==> config.mk <==
export PLATFORM = sky130hd
export DESIGN_NAME = sprite_rom_arbiter
export DESIGN_NICKNAME = d
export VERILOG_FILES = /design/src/rtl/zelda_rom_pkg.sv /design/src/rtl/rr_arbiter.sv /design/src/rtl/sprite_rom_arbiter.sv
export SDC_FILE = /design/constraint.sdc
export NUM_CORES = 1
export LEC_CHECK = 0
export CORE_MARGIN = 8
export CORE_UTILIZATION = 35
export DETAILED_ROUTE_END_ITERATION = 8
export GPL_TIMING_DRIVEN = 0
export PLACE_DENSITY_LB_ADDON = 0.25
export SYNTH_ARGS = -nofsm -noshare
export SYNTH_HDL_FRONTEND = slang
export SYNTH_SLANG_ARGS = --single-unit
==> constraint.sdc <==
create_clock -name vga_clk -period 3.1 [get_ports vga_clk]
set_input_delay 0.62 -clock vga_clk [delete_from_list [all_inputs] [get_ports vga_clk]]
set_output_delay 0.62 -clock vga_clk [all_outputs]
set_load 0.05 [all_outputs]
==> src/rtl/zelda_rom_pkg.sv <==
// Shared types and widths for the sprite/tile ROM path.
package zelda_rom_pkg;

    localparam int unsigned ROM_ADDR_W = 10;
    localparam int unsigned PAL_IDX_W  = 3;

    typedef enum logic [1:0] {
        REQ_PIXEL = 2'd0,
        REQ_LINK  = 2'd1,
        REQ_ENEMY = 2'd2,
        REQ_HUD   = 2'd3
    } req_id_e;

    typedef struct packed {
        logic       valid;
        logic [1:0] id;
    } rom_tag_t;

endpackage

==> src/rtl/rr_arbiter.sv <==
// Round-robin one-hot picker: scans from i_ptr upward, wrapping at N-1.
module rr_arbiter #(
    parameter  int unsigned N     = 3,
    localparam int unsigned PTR_W = (N > 1) ? $clog2(N) : 1
) (
    input  logic [N-1:0]     i_req,
    input  logic [PTR_W-1:0] i_ptr,
    output logic [N-1:0]     o_gnt_c
);

    logic             w_found;
    logic [PTR_W-1:0] w_idx;

    // First asserted request at or after the pointer wins.
    always_comb begin
        o_gnt_c = '0;
        w_found = 1'b0;
        w_idx   = '0;
        for (int unsigned i = 0; i < N; i++) begin
            w_idx = PTR_W'((32'(i_ptr) + i) % N);
            if (!w_found && i_req[w_idx]) begin
                o_gnt_c[w_idx] = 1'b1;
                w_found        = 1'b1;
            end
        end
    end

endmodule

==> src/rtl/sprite_rom_arbiter.sv <==
// Shares one synchronous sprite ROM among NUM_REQ requesters; pixel fetch
// (requester 0) has absolute priority, the rest are served round-robin.
module sprite_rom_arbiter
    import zelda_rom_pkg::*;
#(
    parameter  int unsigned NUM_REQ = 4,
    parameter  int unsigned ADDR_W  = ROM_ADDR_W,
    parameter  int unsigned DATA_W  = PAL_IDX_W,
    parameter  int unsigned ROM_LAT = 1,
    localparam int unsigned ID_W    = $clog2(NUM_REQ)
) (
    input  logic                      vga_clk,
    input  logic                      rst,
    input  logic [NUM_REQ-1:0]        req_i,
    input  logic [NUM_REQ*ADDR_W-1:0] addr_i,
    output logic [NUM_REQ-1:0]        gnt_o,
    output logic [ADDR_W-1:0]         rom_addr_o,
    input  logic [DATA_W-1:0]         rom_q_i,
    output logic                      rvalid_o,
    output logic [ID_W-1:0]           rid_o,
    output logic [DATA_W-1:0]         rdata_o,
    output logic                      busy_o
);

    localparam int unsigned RR_N  = NUM_REQ - 1;
    localparam int unsigned PTR_W = (RR_N > 1) ? $clog2(RR_N) : 1;

    // r_ptr is the round-robin start as an index into requesters 1..NUM_REQ-1.
    logic [PTR_W-1:0]              r_ptr;
    logic [RR_N-1:0]               w_rr_gnt;
    logic                          w_any_gnt;
    logic [ID_W-1:0]               w_gnt_id;
    logic [ADDR_W-1:0]             r_last_addr;
    logic [ROM_LAT-1:0]            r_pipe_vld;
    logic [ROM_LAT-1:0][ID_W-1:0]  r_pipe_id;

    rr_arbiter #(
        .N (RR_N)
    ) u_rr (
        .i_req   (req_i[NUM_REQ-1:1]),
        .i_ptr   (r_ptr),
        .o_gnt_c (w_rr_gnt)
    );

    // Pixel fetch overrides the round-robin pick; nothing is granted in reset.
    always_comb begin
        gnt_o = '0;
        if (!rst) begin
            if (req_i[0]) begin
                gnt_o[0] = 1'b1;
            end else begin
                gnt_o[NUM_REQ-1:1] = w_rr_gnt;
            end
        end
    end

    // Encode the winner and steer its address; hold the last one when idle.
    always_comb begin
        w_any_gnt = |gnt_o;
        w_gnt_id  = '0;
        for (int unsigned i = 0; i < NUM_REQ; i++) begin
            if (gnt_o[i]) begin
                w_gnt_id = ID_W'(i);
            end
        end
        rom_addr_o = w_any_gnt ? addr_i[32'(w_gnt_id)*ADDR_W +: ADDR_W] : r_last_addr;
    end

    // Advance the pointer past a round-robin winner and remember the issued address.
    always_ff @(posedge vga_clk or posedge rst) begin
        if (rst) begin
            r_ptr       <= '0;
            r_last_addr <= '0;
        end else if (w_any_gnt) begin
            r_last_addr <= rom_addr_o;
            if (!gnt_o[0]) begin
                r_ptr <= (w_gnt_id == ID_W'(NUM_REQ - 1)) ? '0 : PTR_W'(w_gnt_id);
            end
        end
    end

    // Tag pipeline matching the ROM read latency.
    always_ff @(posedge vga_clk or posedge rst) begin
        if (rst) begin
            r_pipe_vld <= '0;
            r_pipe_id  <= '0;
        end else begin
            r_pipe_vld[0] <= w_any_gnt;
            r_pipe_id[0]  <= w_any_gnt ? w_gnt_id : '0;
            for (int unsigned i = 1; i < ROM_LAT; i++) begin
                r_pipe_vld[i] <= r_pipe_vld[i-1];
                r_pipe_id[i]  <= r_pipe_id[i-1];
            end
        end
    end

    assign rvalid_o = r_pipe_vld[ROM_LAT-1];
    assign rid_o    = r_pipe_id[ROM_LAT-1];
    assign rdata_o  = rvalid_o ? rom_q_i : '0;
    assign busy_o   = |r_pipe_vld;

endmodule
; ---- After elaboration in Yosys (flattened, before gate mapping)
; Index checks and enable logic that the tools add are counted.
[totals]
latch_bits = 0
inputBits = 49
memories = 0
rom_bits = 0
reg_bits = 15
output_inout_bits = 21
ram_bits = 0
[op_classes]
div = 3
bitwise_logic = 3
n_lt_le_gt_ge = 6
reduce_logical = 9
addsub = 2
mux = 27
n_mul = 1
n_eq_ne = 1
n_shift = 1
[op_table]
columns = operator, count
row1 = "32-bit by 2-bit remainder unit with 32-bit output, second input constant", 2
row2 = 40-bit by 7-bit indexed part select with 10-bit output, 1
row3 = "2-bit by 2-bit remainder unit with 32-bit output, second input constant", 1
row4 = 3-bit two-way mux, 5
row5 = 1-bit two-way mux, 10
row6 = 10-bit two-way mux, 1
row7 = "2-bit by 3-bit < comparator with 1-bit output, second input constant", 3
row8 = 2-bit two-way mux, 4
row9 = 1-bit binary-select mux with 2-bit select, 3
row10 = 1-bit demux with 2-bit select, 3
row11 = "2-bit by 1-bit >= comparator with 1-bit output, second input constant", 3
row12 = 3-bit OR, 2
row13 = 1-bit logical AND, 5
row14 = "2-bit by 3-bit multiplier with 5-bit output, second input constant", 1
row15 = 4-bit two-way mux, 1
row16 = 4-bit OR reduction, 1
row17 = "2-bit by 1-bit adder with 3-bit output, second input constant", 1
row18 = "2-bit by 2-bit adder with 3-bit output, second input constant", 1
row19 = "2-bit equality test, second input constant", 1
row20 = 1-bit logical NOT, 2
row21 = 2-bit AND reduction, 1
row22 = 1-bit NOT, 1

; ---- Longest topological paths before layout
; Gate-level depths: netlist of the first run.
[logic_depth]
ltp_word = 18
ltp_mapped = 11

; ---- Modules after synthesis
; Synthesis of the first run repeated with hierarchy kept, for this count alone.
[unflattened]
hier_cells = 142
hier_area_um2 = 1271.2
[modules_own_cells]
columns = module, seq_area_each_um2, n_inst, cells_per_inst, area_each_um2
row1 = sprite_rom_arbiter, 375.4, 1, 106, 998.5
row2 = rr_arbiter, 0.0, 1, 36, 272.8

; ---- Worst setup path after synthesis of the first run
; Ideal clock, no wire load.
[synth_path]
path_kind = register to output
start = reg r_ptr[0]
end = out rom_addr_o[0]
arrival_ns = 3.022
t_required_ns = 2.480
path_slack_ns = -0.542
stages_incl_launch_ff = 11
cell_sequence = dfrtp_1 inv_1 ha_1 buf_2 mux2i_1 a31oi_2 o31ai_2 a311oi_4 nor4_4 a22oi_1 a31oi_1
[synth_via]
elab_chain_len = 18
elab_cells_between_ends = 46
classes_between = add/sub: 2 / mul: 1 / div: 3 / order compare: 6 / shift: 1 / mux: 23 / bitwise: 2 / reduce/logical: 8
[synth_lines]
columns = item, line
row1 = "start, declared", sprite_rom_arbiter.sv:29  ; logic [PTR_W-1:0] r_ptr;
row2 = "start signal, assigned", sprite_rom_arbiter.sv:77  ; r_ptr <= (w_gnt_id == ID_W'(NUM_REQ - 1)) ? '0 : PTR_W'(w_gnt_id);
row3 = 2-bit by 1-bit adder with 3-bit output / 2-bit by 2-bit remainder unit with 32-bit output (equally long branches), rr_arbiter.sv:20  ; w_idx = PTR_W'((32'(i_ptr) + i) % N);
row4 = 32-bit by 2-bit remainder unit with 32-bit output (tied with other cells), rr_arbiter.sv:20
row5 = 2-bit by 3-bit < comparator with 1-bit output (implied by the code) (tied with other cells), rr_arbiter.sv:22  ; o_gnt_c[w_idx] = 1'b1;
row6 = 1-bit logical AND (implied by the code) (tied with other cells), rr_arbiter.sv:22
row7 = 1-bit two-way mux (implied by the code) (tied with other cells), rr_arbiter.sv:22
row8 = 1-bit demux with 2-bit select (tied with other cells), n/a
row9 = 3-bit OR (no line) / 1-bit two-way mux (equally long branches), n/a
row10 = 3-bit two-way mux / 1-bit logical NOT (equally long branches), rr_arbiter.sv:21  ; if (!w_found && i_req[w_idx]) begin
row11 = 3-bit OR (no line) / 1-bit logical AND (equally long branches), n/a
row12 = 3-bit two-way mux (*), rr_arbiter.sv:21
row13 = 3-bit two-way mux (*), sprite_rom_arbiter.sv:49  ; if (req_i[0]) begin
row14 = 4-bit two-way mux (*), sprite_rom_arbiter.sv:48  ; if (!rst) begin
row15 = 1-bit two-way mux, sprite_rom_arbiter.sv:62  ; if (gnt_o[i]) begin
row16 = 2-bit two-way mux (2 in a row), sprite_rom_arbiter.sv:62
row17 = 2-bit by 3-bit multiplier with 5-bit output, sprite_rom_arbiter.sv:66  ; rom_addr_o = w_any_gnt ? addr_i[32'(w_gnt_id)*ADDR_W +: ADDR_W] : r_last_addr;
row18 = 40-bit by 7-bit indexed part select with 10-bit output, sprite_rom_arbiter.sv:66
row19 = 10-bit two-way mux (*), sprite_rom_arbiter.sv:66
row20 = "end, declared", sprite_rom_arbiter.sv:17  ; output logic [ADDR_W-1:0] rom_addr_o,
; Every way passes the cells marked *; elsewhere a longest branch is shown, timed or not. The select of a mux whose other input is x is not followed.

; ---- Final worst setup path of the first run
[layout_path]
start = in req_i[1]
end = out rom_addr_o[0]
[layout_via]
elab_chain_len = 17
elab_cells_between_ends = 26
classes_between = mul: 1 / shift: 1 / mux: 17 / bitwise: 2 / reduce/logical: 5
[layout_lines]
columns = item, line
row1 = "start, declared", sprite_rom_arbiter.sv:14  ; input logic [NUM_REQ-1:0] req_i,
row2 = 1-bit binary-select mux with 2-bit select, rr_arbiter.sv:21
row3 = 1-bit two-way mux (implied by the code), rr_arbiter.sv:21
row4 = 1-bit two-way mux, rr_arbiter.sv:21
row5 = 1-bit logical NOT, rr_arbiter.sv:21
row6 = 1-bit logical AND, rr_arbiter.sv:21
row7 = 1-bit two-way mux, rr_arbiter.sv:21
row8 = 1-bit logical NOT, rr_arbiter.sv:21
row9 = 1-bit logical AND, rr_arbiter.sv:21
row10 = 3-bit two-way mux (*), rr_arbiter.sv:21
row11 = 3-bit two-way mux (*), sprite_rom_arbiter.sv:49
row12 = 4-bit two-way mux (*), sprite_rom_arbiter.sv:48
row13 = 1-bit two-way mux, sprite_rom_arbiter.sv:62
row14 = 2-bit two-way mux (2 in a row), sprite_rom_arbiter.sv:62
row15 = 2-bit by 3-bit multiplier with 5-bit output, sprite_rom_arbiter.sv:66
row16 = 40-bit by 7-bit indexed part select with 10-bit output, sprite_rom_arbiter.sv:66
row17 = 10-bit two-way mux (*), sprite_rom_arbiter.sv:66
; Marks and branches as above.

==> results of run 1 <==
logic make-up after synthesis:
group | count (synthesis)
buf+inv | 19
compound gates | 64
mux | 2
simple gates | 73
fa+ha+maj | 4
flops | 15
routing by layer:
metal	wire length [um]	GRT usage, %	vias to the layer above
met4	213	9.81	0
li1	-	-	854
met3	353	4.67	20
met2	3330	37.4	69
met5	0	0	-
met1	2290	19.1	904
worst max-delay path, delay by kind of cell:
kind | cells | cell delay, ps
buffers and inverters | 4 | 870
AO/OA/AOI/OAI | 6 | 1050
AND/OR/NAND/NOR | 1 | 300
what timing repair did:
action | 4_1_cts | 5_1_grt
pin swaps | 21 | 11
gates resized for setup | 148 | 18
endpoints found under the setup margin | 13 | 13
buffers inserted | 21 | 3
cloned | 5 | 0
flip-flops by register name, summed over array words and instances, names as in the netlist:
register / flops
r_last_addr: 10
r_ptr: 2
rid_o: 2
busy_o: 1
stage by stage:
stage | power (mW) | instance area [um^2] | setup TNS [ps] | hold slack, ps
finish | 3.08 | 2800 | -3220 | 561
global route | 3.23 | 2800 | -3920 | 578
CTS | 2.92 | 2770 | -2230 | 567
detailed placement | 2.14 | 2240 | -18930 | 546
global placement | 2.12 | 2240 | -18230 | 536
floorplan | 1.66 | 1510 | -259 | 521
power groups by stage:
| stage | registers (mW) | clock network, mW | logic, mW |
|---|---|---|---|
| 2_1_floorplan | 0.366 | 0 | 1.29 |
| 3_3_place_gp | 0.323 | 0 | 1.80 |
| 3_5_place_dp | 0.327 | 0 | 1.81 |
| 4_1_cts | 0.327 | 0.165 | 2.43 |
| 5_1_grt | 0.335 | 0.174 | 2.72 |
| 6_report | 0.328 | 0.167 | 2.58 |
cell type report:
class / count / area (um^2)
Tap cell: 48 / 60.1
Inverter: 6 / 26.3
Buffer: 12 / 111
Multi-Input combinational cell: 143 / 1250
Timing Repair Buffer: 96 / 932
Fill cell: 272 / 890
Sequential cell: 15 / 377
Clock buffer: 4 / 45.0
path summary, 6_finish.rpt:
| kind | end | slack (ps) | depth (start not counted) |
|---|---|---|---|
| worst max-delay path | rom_addr_o[0] | -360 | 11 |
| worst min-delay path | r_last_addr[4] | 560 | 2 |
| worst min register to register | r_last_addr[4] | 560 | 2 |
| min in group asynchronous | r_last_addr[3] | 910 | 3 |
| max in group asynchronous | r_ptr[1] | 1990 | 3 |
| worst max register to register | r_last_addr[2] | 480 | 12 |
cell usage in the layout, fill, tap and decap left out, types with 3 or more instances in the layout:
cell and instances:
buf_4 21, clkbuf_2 3, o21ai_0 8, inv_1 3
nor2b_1 3, nor2_1 18, o21ai_1 6, clkbuf_4 3
clkbuf_8 5, buf_6 22, and2_1 6, nand2_1 30
a31oi_4 11, clkdlybuf4s50_1 53, dfrtp_1 14, a31oi_1 9
a22oi_2 10
==> flow_metrics.env, run 1 <==
export IMPL_fp_dieW_um=78.1
export IMPL_io_pins=70
export IMPL_crit_chain="dlygate4sd2_1, and4bb_2, a31oi_4, o31ai_4, a311oi_4, buf_6, a21o_1, buf_6, a22oi_2, a31oi_4, buf_6"
export IMPL_drive_gt1_share_pct=38.8
export IMPL_synth_top_family_by_area="compound AO/OA/AOI/OAI gates"
export IMPL_dp_hpwl_um=3720
export IMPL_p_leak_nw=1.05
export IMPL_synth_largest_area_cell="dfrtp_1"
export IMPL_hold_buffers=0
export IMPL_tightestPinTransition_ps=499
export IMPL_drc=0
export IMPL_synthToLayoutAreaGrowth_pct=107
export IMPL_cp_max_fo=7
export IMPL_cp_startpoint="req_i[1]"
export IMPL_synthTopCellsByArea="dfrtp_1 (28%), a31oi_1 (8.8%), nand2_1 (8.6%)"
export IMPL_synth_xor_area_share_pct=0
export IMPL_gp_congestion=0.879
export IMPL_dp_slack_ps=-1610
export IMPL_dpl_cell_count=292
export IMPL_drtPass1Iterations=5
export IMPL_cts_htree_levels=1
export IMPL_drv_slew=0
export IMPL_maxSlewHeadroom_pct=66.6
export IMPL_grt_max_degree=17
export IMPL_wl_per_cell_um=19.1
export IMPL_grt_pass1_wl_um=9830
export IMPL_seq_area_frac_synth_pct=27.8
export IMPL_clkSlewWorstSetupHoldPaths_ps=60
export IMPL_yosys_area_share_adder_pct=3.70
export IMPL_num_nets_final=330
export IMPL_grt_usage_pct=19.6
export IMPL_clock_latency_ps=250
export IMPL_n_antenna_cell=0
export IMPL_num_rows=22
export IMPL_timing_rr_start="r_ptr[0]"
export IMPL_final_util_pct=75.9
export IMPL_syn_nets=230
export IMPL_die_y_um=78.1
export IMPL_cts_sinks=15
export IMPL_yosysUniqueCellTypes=40
export IMPL_cp_common_cell="buf_6"
export IMPL_critPathLaunchType="input pin"
export IMPL_synth_compound_area_share_pct=33.8
export IMPL_status="complete, but fails checks"
export IMPL_initial_core_util_pct=36.6
export IMPL_ys_ff_latch=15
export IMPL_ys_async_sr_fraction_pct=100
export IMPL_cp_slowest_cell="dlygate4sd2_1"
export IMPL_cts_inserted_buffers=3
export IMPL_hold_path_class="reg -> reg"
export IMPL_cap_violations=0
export IMPL_required_ps=2480
export IMPL_violations="setup timing"
export IMPL_setup_violations=10
export IMPL_synthCells=177
export IMPL_hold_violations=0
export IMPL_skew_ps=3.24
export IMPL_clkPwrFrac_pct=5.4
export IMPL_post_route_period_util_pct=112
export IMPL_synth_most_common_cell="nand2_1"
export IMPL_routed_wl_um=6190
export IMPL_root_buffer="clkbuf_8"
export IMPL_arrival_ps=2840
export IMPL_synth_flop_cell="dfrtp_1"
export IMPL_vias_per_cell=5.70
export IMPL_coreArea_um2=3690
export IMPL_die_area_um2=6110
export IMPL_cts_tree="done"
export IMPL_end_kind="output port"
export IMPL_powerDensity_nw_per_um2=1100
export IMPL_min_from="r_last_addr[4]"
export IMPL_fin_ws_ps=-363
export IMPL_power_frac_seq_pct=10.7
export IMPL_initialDrtViolationCount=96
export IMPL_dr_total_vias=1847
export IMPL_syn_avg_cell_area_um2=7.63
export IMPL_rsz0062_at_grt="true"
export IMPL_yosysTopAreaCellShare_pct=27.8
export IMPL_synth_mux_area_share_pct=1.48
export IMPL_yosysWarnings=0
export IMPL_yosys_area_share_simple_pct=26.6
export IMPL_switching_share_pct=51.0
export IMPL_io_buffer_count=67
export IMPL_critPathKind="in -> out"
export IMPL_syn_area_um2=1350
export IMPL_fmax_mhz=289
export IMPL_cpPeakStageDelay_ps=340
export IMPL_ant_nets=0
export IMPL_cell_internal_pwr_mw=1.51
export IMPL_clockBufferDepth=2
export IMPL_antenna_found_initial=0
export IMPL_first_global_vias=1942
export IMPL_period_needed_ps=3460
export IMPL_overflow=0
export IMPL_irDropWorstVdd_mv=0.913
export IMPL_power_frac_comb_pct=83.9
export IMPL_layout_cells_non_filler=324
export IMPL_synth_edf_count=0
export IMPL_p_sw_mw=1.57
export IMPL_synth_common_cells="nand2_1 (31), a31oi_1 (19), nor2_1 (19)"
Note: power is estimated with default switching activity, not from simulation.
==> inputs of run 2 (changes only) <==
Settings changed: SKIP_CTS_REPAIR_TIMING set to 1.
==> run 2 against run 1 <==
  * Sequential power grew 1%
  * Sequential share of layout area grew 0.28 points
  * Cell count shrank 1.5%
  * Setup slack lost 83 ps
  * Wire length shrank 6.2%
  * The run still ends with setup timing left
  * Non-clock buffer count shrank 5
  * Critical path type unchanged
  * Combinational power shrank 6%
  * Clock power is essentially flat
  * Highest routed layer unchanged
==> flow_metrics.env, run 2 (synthesis gave the netlist of run 1 again) <==
export IMPL_routed_wl_um=5800
export IMPL_status="complete, but fails checks"
export IMPL_initialDrtViolationCount=87
export IMPL_end_kind="output port"
export IMPL_critPathKind="in -> out"
export IMPL_drv_slew=0
export IMPL_hold_path_class="reg -> reg"
export IMPL_n_antenna_cell=0
export IMPL_required_ps=2480
export IMPL_highest_layer="met4"
export IMPL_cts_inserted_buffers=3
export IMPL_clockBufferDepth=2
export IMPL_tightestPinTransition_ps=508
export IMPL_multiInputGateArea_um2=1270
export IMPL_grt_usage_pct=15.2
export IMPL_dp_hpwl_um=3720
export IMPL_placed_area_um2=2240
export IMPL_cts_sinks=15
export IMPL_gp_congestion=0.879
export IMPL_grt_pass1_wl_um=7810
export IMPL_die_y_um=78.1
export IMPL_cts_tree="done"
export IMPL_ant_nets=0
export IMPL_final_cell_mix="clkdlybuf4s50_1 (53), nand2_1 (30), buf_4 (21)"
export IMPL_crit_chain="clkbuf_1, mux2i_1, o22a_1, a311oi_4, buf_6, a21o_1, buf_6, a22oi_2, a31oi_4, buf_6"
export IMPL_first_global_vias=1575
export IMPL_dr_wl_met2_um=3140
export IMPL_skew_ps=1.12
export IMPL_hold_violations=0
export IMPL_overflow=0
export IMPL_drtPass1Iterations=4
export IMPL_p_leak_nw=1.02
export IMPL_wl_met3_um=311
export IMPL_cts_htree_levels=1
export IMPL_whs_endpoint="r_last_addr[4]"
export IMPL_clock_latency_ps=250
export IMPL_vias_per_cell=5.44
export IMPL_violations="setup timing"
export IMPL_maxSlewHeadroom_pct=66.1
export IMPL_r2r_end="r_last_addr[2]"
export IMPL_final_util_pct=74.3
export IMPL_cp_max_fo=9
export IMPL_cpPeakStageDelay_ps=390
export IMPL_irDropWorstVdd_mv=0.842
export IMPL_rsz0062_at_grt="true"
export IMPL_hold_depth=2
export IMPL_antenna_found_initial=0
export IMPL_fp_dieW_um=78.1
export IMPL_num_nets_final=325
export IMPL_num_rows=22
export IMPL_period_needed_ps=3550
export IMPL_met1_length_um=2260
export IMPL_powerDensity_nw_per_um2=1070
export IMPL_drc=0
export IMPL_ff2ff_path_depth=13
export IMPL_layout_commonest_cell="clkdlybuf4s50_1"
export IMPL_io_pins=70
export IMPL_arrival_ps=2930
export IMPL_fin_ws_ps=-446
export IMPL_die_area_um2=6110
export IMPL_cp_common_cell="buf_6"
export IMPL_largest_reg_flops=10
export IMPL_coreArea_um2=3690
export IMPL_min_from="r_last_addr[4]"
export IMPL_drive_gt1_share_pct=37.6
export IMPL_critPathLaunchType="input pin"
export IMPL_dr_total_vias=1734
export IMPL_timing_rr_start="r_ptr[0]"
export IMPL_synthToLayoutAreaGrowth_pct=103
export IMPL_fillers=289
export IMPL_setup_violations=10
export IMPL_fmax_mhz=282
export IMPL_clkSlewWorstSetupHoldPaths_ps=60
export IMPL_cap_violations=0
export IMPL_final_area_um2=2740
export IMPL_io_buffer_count=67
export IMPL_root_buffer="clkbuf_8"
export IMPL_regArea_um2=377
export IMPL_initial_core_util_pct=36.6
export IMPL_grt_max_degree=18
export IMPL_wl_per_cell_um=18.2
export IMPL_r2r_slack_ps=430
export IMPL_cp_slowest_cell="clkbuf_1"
export IMPL_post_route_period_util_pct=114
export IMPL_largest_register="r_last_addr"
## run 2: cell count changes in the layout (fill, tap and decap cells not counted), sizes merged
cell / before / now
buf: 45 / 43
dlymetal6s2s: 0 / 1
clkbuf: 13 / 10
dlygate4sd2: 1 / 0
## run 2: per-layer routing
layer / global-route usage, % / vias to the layer above
met5: 0 / -
met3: 2.73 / 8
li1: - / 842
met2: 27.0 / 59
met1: 18.2 / 825
met4: 4.07 / 0
## run 2: report_power, final
group          total, mW  switching (mW)  internal, mW
Sequential         0.332          0.0459         0.286
Combinational       2.43            1.41          1.03
Clock              0.166          0.0744        0.0912
Total               2.93            1.53          1.41
## run 2: final cells by class
class | count | area share (%)
multi-input cells | 143 | 46.3
flip-flops and latches | 15 | 13.7
repair buffers | 90 | 31.1
plain buffers | 13 | 4.02
clock buffers | 4 | 1.64
well taps | 48 | 2.19
inverters | 6 | 0.958
## run 2: critical path: cells and delay by family
family / cells / cell delay (ps)
AOI/OAI and AO/OA: 5 / 1120
buffers and inverters: 4 / 910
muxes: 1 / 270
## run 2: per-stage QoR
stage          std cells  power (mW)  worst slack [ps]  hold slack [ps]  TNS (ps)
2_1_floorplan        177        1.66             -36.5              521      -259
3_3_place_gp         292        2.12             -1580              536    -18230
6_report             319        2.93              -446              560     -3710
4_1_cts              296        2.30             -1600              567    -17240
5_1_grt              319        3.09              -563              600     -4960
3_5_place_dp         292        2.14             -1610              546    -18930
## run 2: worst max-delay path by stage
stage	startpoint	endpoint	slack, ps	cells after the start
5_1_grt	req_i[2]	rom_addr_o[0]	-560	10
6_report	req_i[2]	rom_addr_o[0]	-450	10
3_3_place_gp	rst	rom_addr_o[0]	-1580	7
4_1_cts	rst	rom_addr_o[0]	-1600	7
3_5_place_dp	rst	rom_addr_o[0]	-1610	7
2_1_floorplan	r_ptr[0]	rom_addr_o[0]	-40	11
==> inputs of run 3 (changes only) <==
Settings changed: DONT_BUFFER_PORTS set to 1.
==> run 3 against run 2 <==
  * Critical path type unchanged
  * Cell count decreased by 25%
  * First-iteration DRC count did not move
  * Wire length is 14% lower
  * Clock skew rose by 4.9 ps
  * Sequential cell count stayed put
  * The flow still finishes with violations (setup timing)
  * Setup slack worse by 91 ps
  * Utilization shrank 22 points
  * Clock-buffer cell count unchanged
  * Non-clock buffer count down 79
  * Via count decreased by 14%
  * Design area decreased by 29%
  * Worst hold slack worse by 210 ps
==> flow_metrics.env, run 3 (synthesis gave the netlist of run 1 again) <==
export IMPL_end_kind="output port"
export IMPL_cp_max_fo=9
export IMPL_p_sw_mw=1.40
export IMPL_overflow=0
export IMPL_critPathLaunchType="input pin"
export IMPL_violations="setup timing"
export IMPL_skew_ps=6.07
export IMPL_use_met2_pct=25.6
export IMPL_io_buffer_count=0
export IMPL_hold_violations=0
export IMPL_io_pins=70
export IMPL_drc=0
export IMPL_irDropWorstVdd_mv=0.431
export IMPL_period_needed_ps=3640
export IMPL_antenna_found_initial=0
export IMPL_vias_per_cell=6.24
export IMPL_cts_htree_levels=1
export IMPL_cts_inserted_buffers=3
export IMPL_layout_commonest_cell="nand2_1"
export IMPL_crit_chain="clkbuf_1, mux2i_1, o22a_1, a311oi_4, a21o_1, buf_6, a22oi_1, a31oi_4"
export IMPL_required_ps=2480
export IMPL_coreArea_um2=3690
export IMPL_dp_slack_ps=-599
export IMPL_clkSlewWorstSetupHoldPaths_ps=60
export IMPL_wl_per_cell_um=20.7
export IMPL_grt_max_degree=18
export IMPL_routed_wl_um=4970
export IMPL_ant_nets=0
export IMPL_largest_reg_flops=10
export IMPL_root_buffer="clkbuf_8"
export IMPL_cts_sinks=15
export IMPL_setup_violations=10
export IMPL_grtUsageMet1_pct=16.1
export IMPL_post_route_period_util_pct=117
export IMPL_hold_path_class="in -> async"
export IMPL_r2r_slack_ps=380
export IMPL_drtPass1Iterations=6
export IMPL_clock_latency_ps=250
export IMPL_drv_slew=0
export IMPL_arrival_ps=3020
export IMPL_synthToLayoutAreaGrowth_pct=43.5
export IMPL_tightestPinTransition_ps=885
export IMPL_cap_violations=0
export IMPL_grt_usage_pct=14.4
export IMPL_cell_internal_pwr_mw=1.05
export IMPL_gp_congestion=0.823
export IMPL_largest_register="r_last_addr"
export IMPL_final_util_pct=52.6
export IMPL_initialDrtViolationCount=87
export IMPL_fin_setup_tns_ps=-5000
export IMPL_maxSlewHeadroom_pct=40.7
export IMPL_cp_slowest_cell="a311oi_4"
export IMPL_dr_total_vias=1498
export IMPL_p_leak_nw=0.673
export IMPL_final_cell_mix="nand2_1 (31), nor2_1 (16), buf_4 (16)"
export IMPL_clockBufferDepth=2
export IMPL_dp_hpwl_um=3690
export IMPL_grt_pass1_wl_um=7170
export IMPL_critPathKind="in -> out"
export IMPL_fp_dieW_um=78.1
export IMPL_grt_busiest_layer="met2"
export IMPL_num_rows=22
export IMPL_total_power_mw=2.44
export IMPL_layout_cells_non_filler=240
export IMPL_die_y_um=78.1
export IMPL_power_frac_comb_pct=77.9
export IMPL_gr_usage_met3_pct=3.42
export IMPL_num_nets_final=246
export IMPL_fmax_mhz=275
export IMPL_status="complete, but fails checks"
export IMPL_power_frac_seq_pct=15.5
export IMPL_n_antenna_cell=0
export IMPL_dpl_cell_count=225
export IMPL_drive_gt1_share_pct=37.5
export IMPL_die_area_um2=6110
export IMPL_powerDensity_nw_per_um2=1260
export IMPL_initial_core_util_pct=36.6
export IMPL_switching_share_pct=57.2
export IMPL_clkPwrFrac_pct=6.6
export IMPL_cts_tree="done"
export IMPL_cpPeakStageDelay_ps=460
export IMPL_first_global_vias=1388
export IMPL_rsz0062_at_grt="true"
export IMPL_fin_ws_ps=-537
[run 3: changes by cell type in the layout (fill, tap and decap cells not counted), sizes merged]
cell / delta
clkbuf: -2
dlymetal6s2s: -1
clkdlybuf4s50: -53
buf: -23
inv: +1
clkinvlp: -1
[run 3: power groups by stage]
stage	clock (mW)	combinational [mW]	sequential (mW)
floorplan	0	1.29	0.366
global placement	0	1.48	0.376
detailed placement	0	1.51	0.378
CTS	0.165	1.51	0.376
global route	0.170	2.03	0.392
finish	0.161	1.90	0.380
[run 3: cell type report]
cell class | instances | area (um^2)
Buffer | 13 | 109
Fill cell | 338 | 1750
Sequential cell | 15 | 377
Clock buffer | 4 | 45.0
Multi-Input combinational cell | 143 | 1240
Timing Repair Buffer | 11 | 82.6
Inverter | 6 | 22.5
Tap cell | 48 | 60.1
[run 3: final timing paths]
| kind | startpoint | depth (start not counted) | to |
|---|---|---|---|
| worst max-delay path | req_i[2] | 8 | rom_addr_o[7] |
| worst min-delay path | rst | 1 | rid_o[0] |
| worst max register to register | r_ptr[0] | 11 | r_last_addr[0] |
| worst min register to register | r_last_addr[4] | 2 | r_last_addr[4] |
| max in group asynchronous | rst | 1 | r_ptr[1] |
| min in group vga_clk | r_last_addr[4] | 2 | r_last_addr[4] |
[run 3: stage by stage]
step           hold slack (ps)  cell area, um^2
5_1_grt                    394             1940
6_report                   345             1940
3_3_place_gp               536             1570
4_1_cts                    357             1620
3_5_place_dp               553             1570
2_1_floorplan              521             1510
[run 3: worst max-delay path, delay by kind of cell]
family	cells	cell delay [ps]
muxes	1	280
buffers and inverters	2	570
AOI/OAI and AO/OA	5	1530
[run 3: routing by layer]
| metal | part of all wire [%] | routed length (um) |
|---|---|---|
| met2 | 53 | 2630 |
| met4 | 1.6 | 79 |
| met1 | 38 | 1910 |
| met3 | 7.1 | 354 |
| met5 | 0 | 0 |
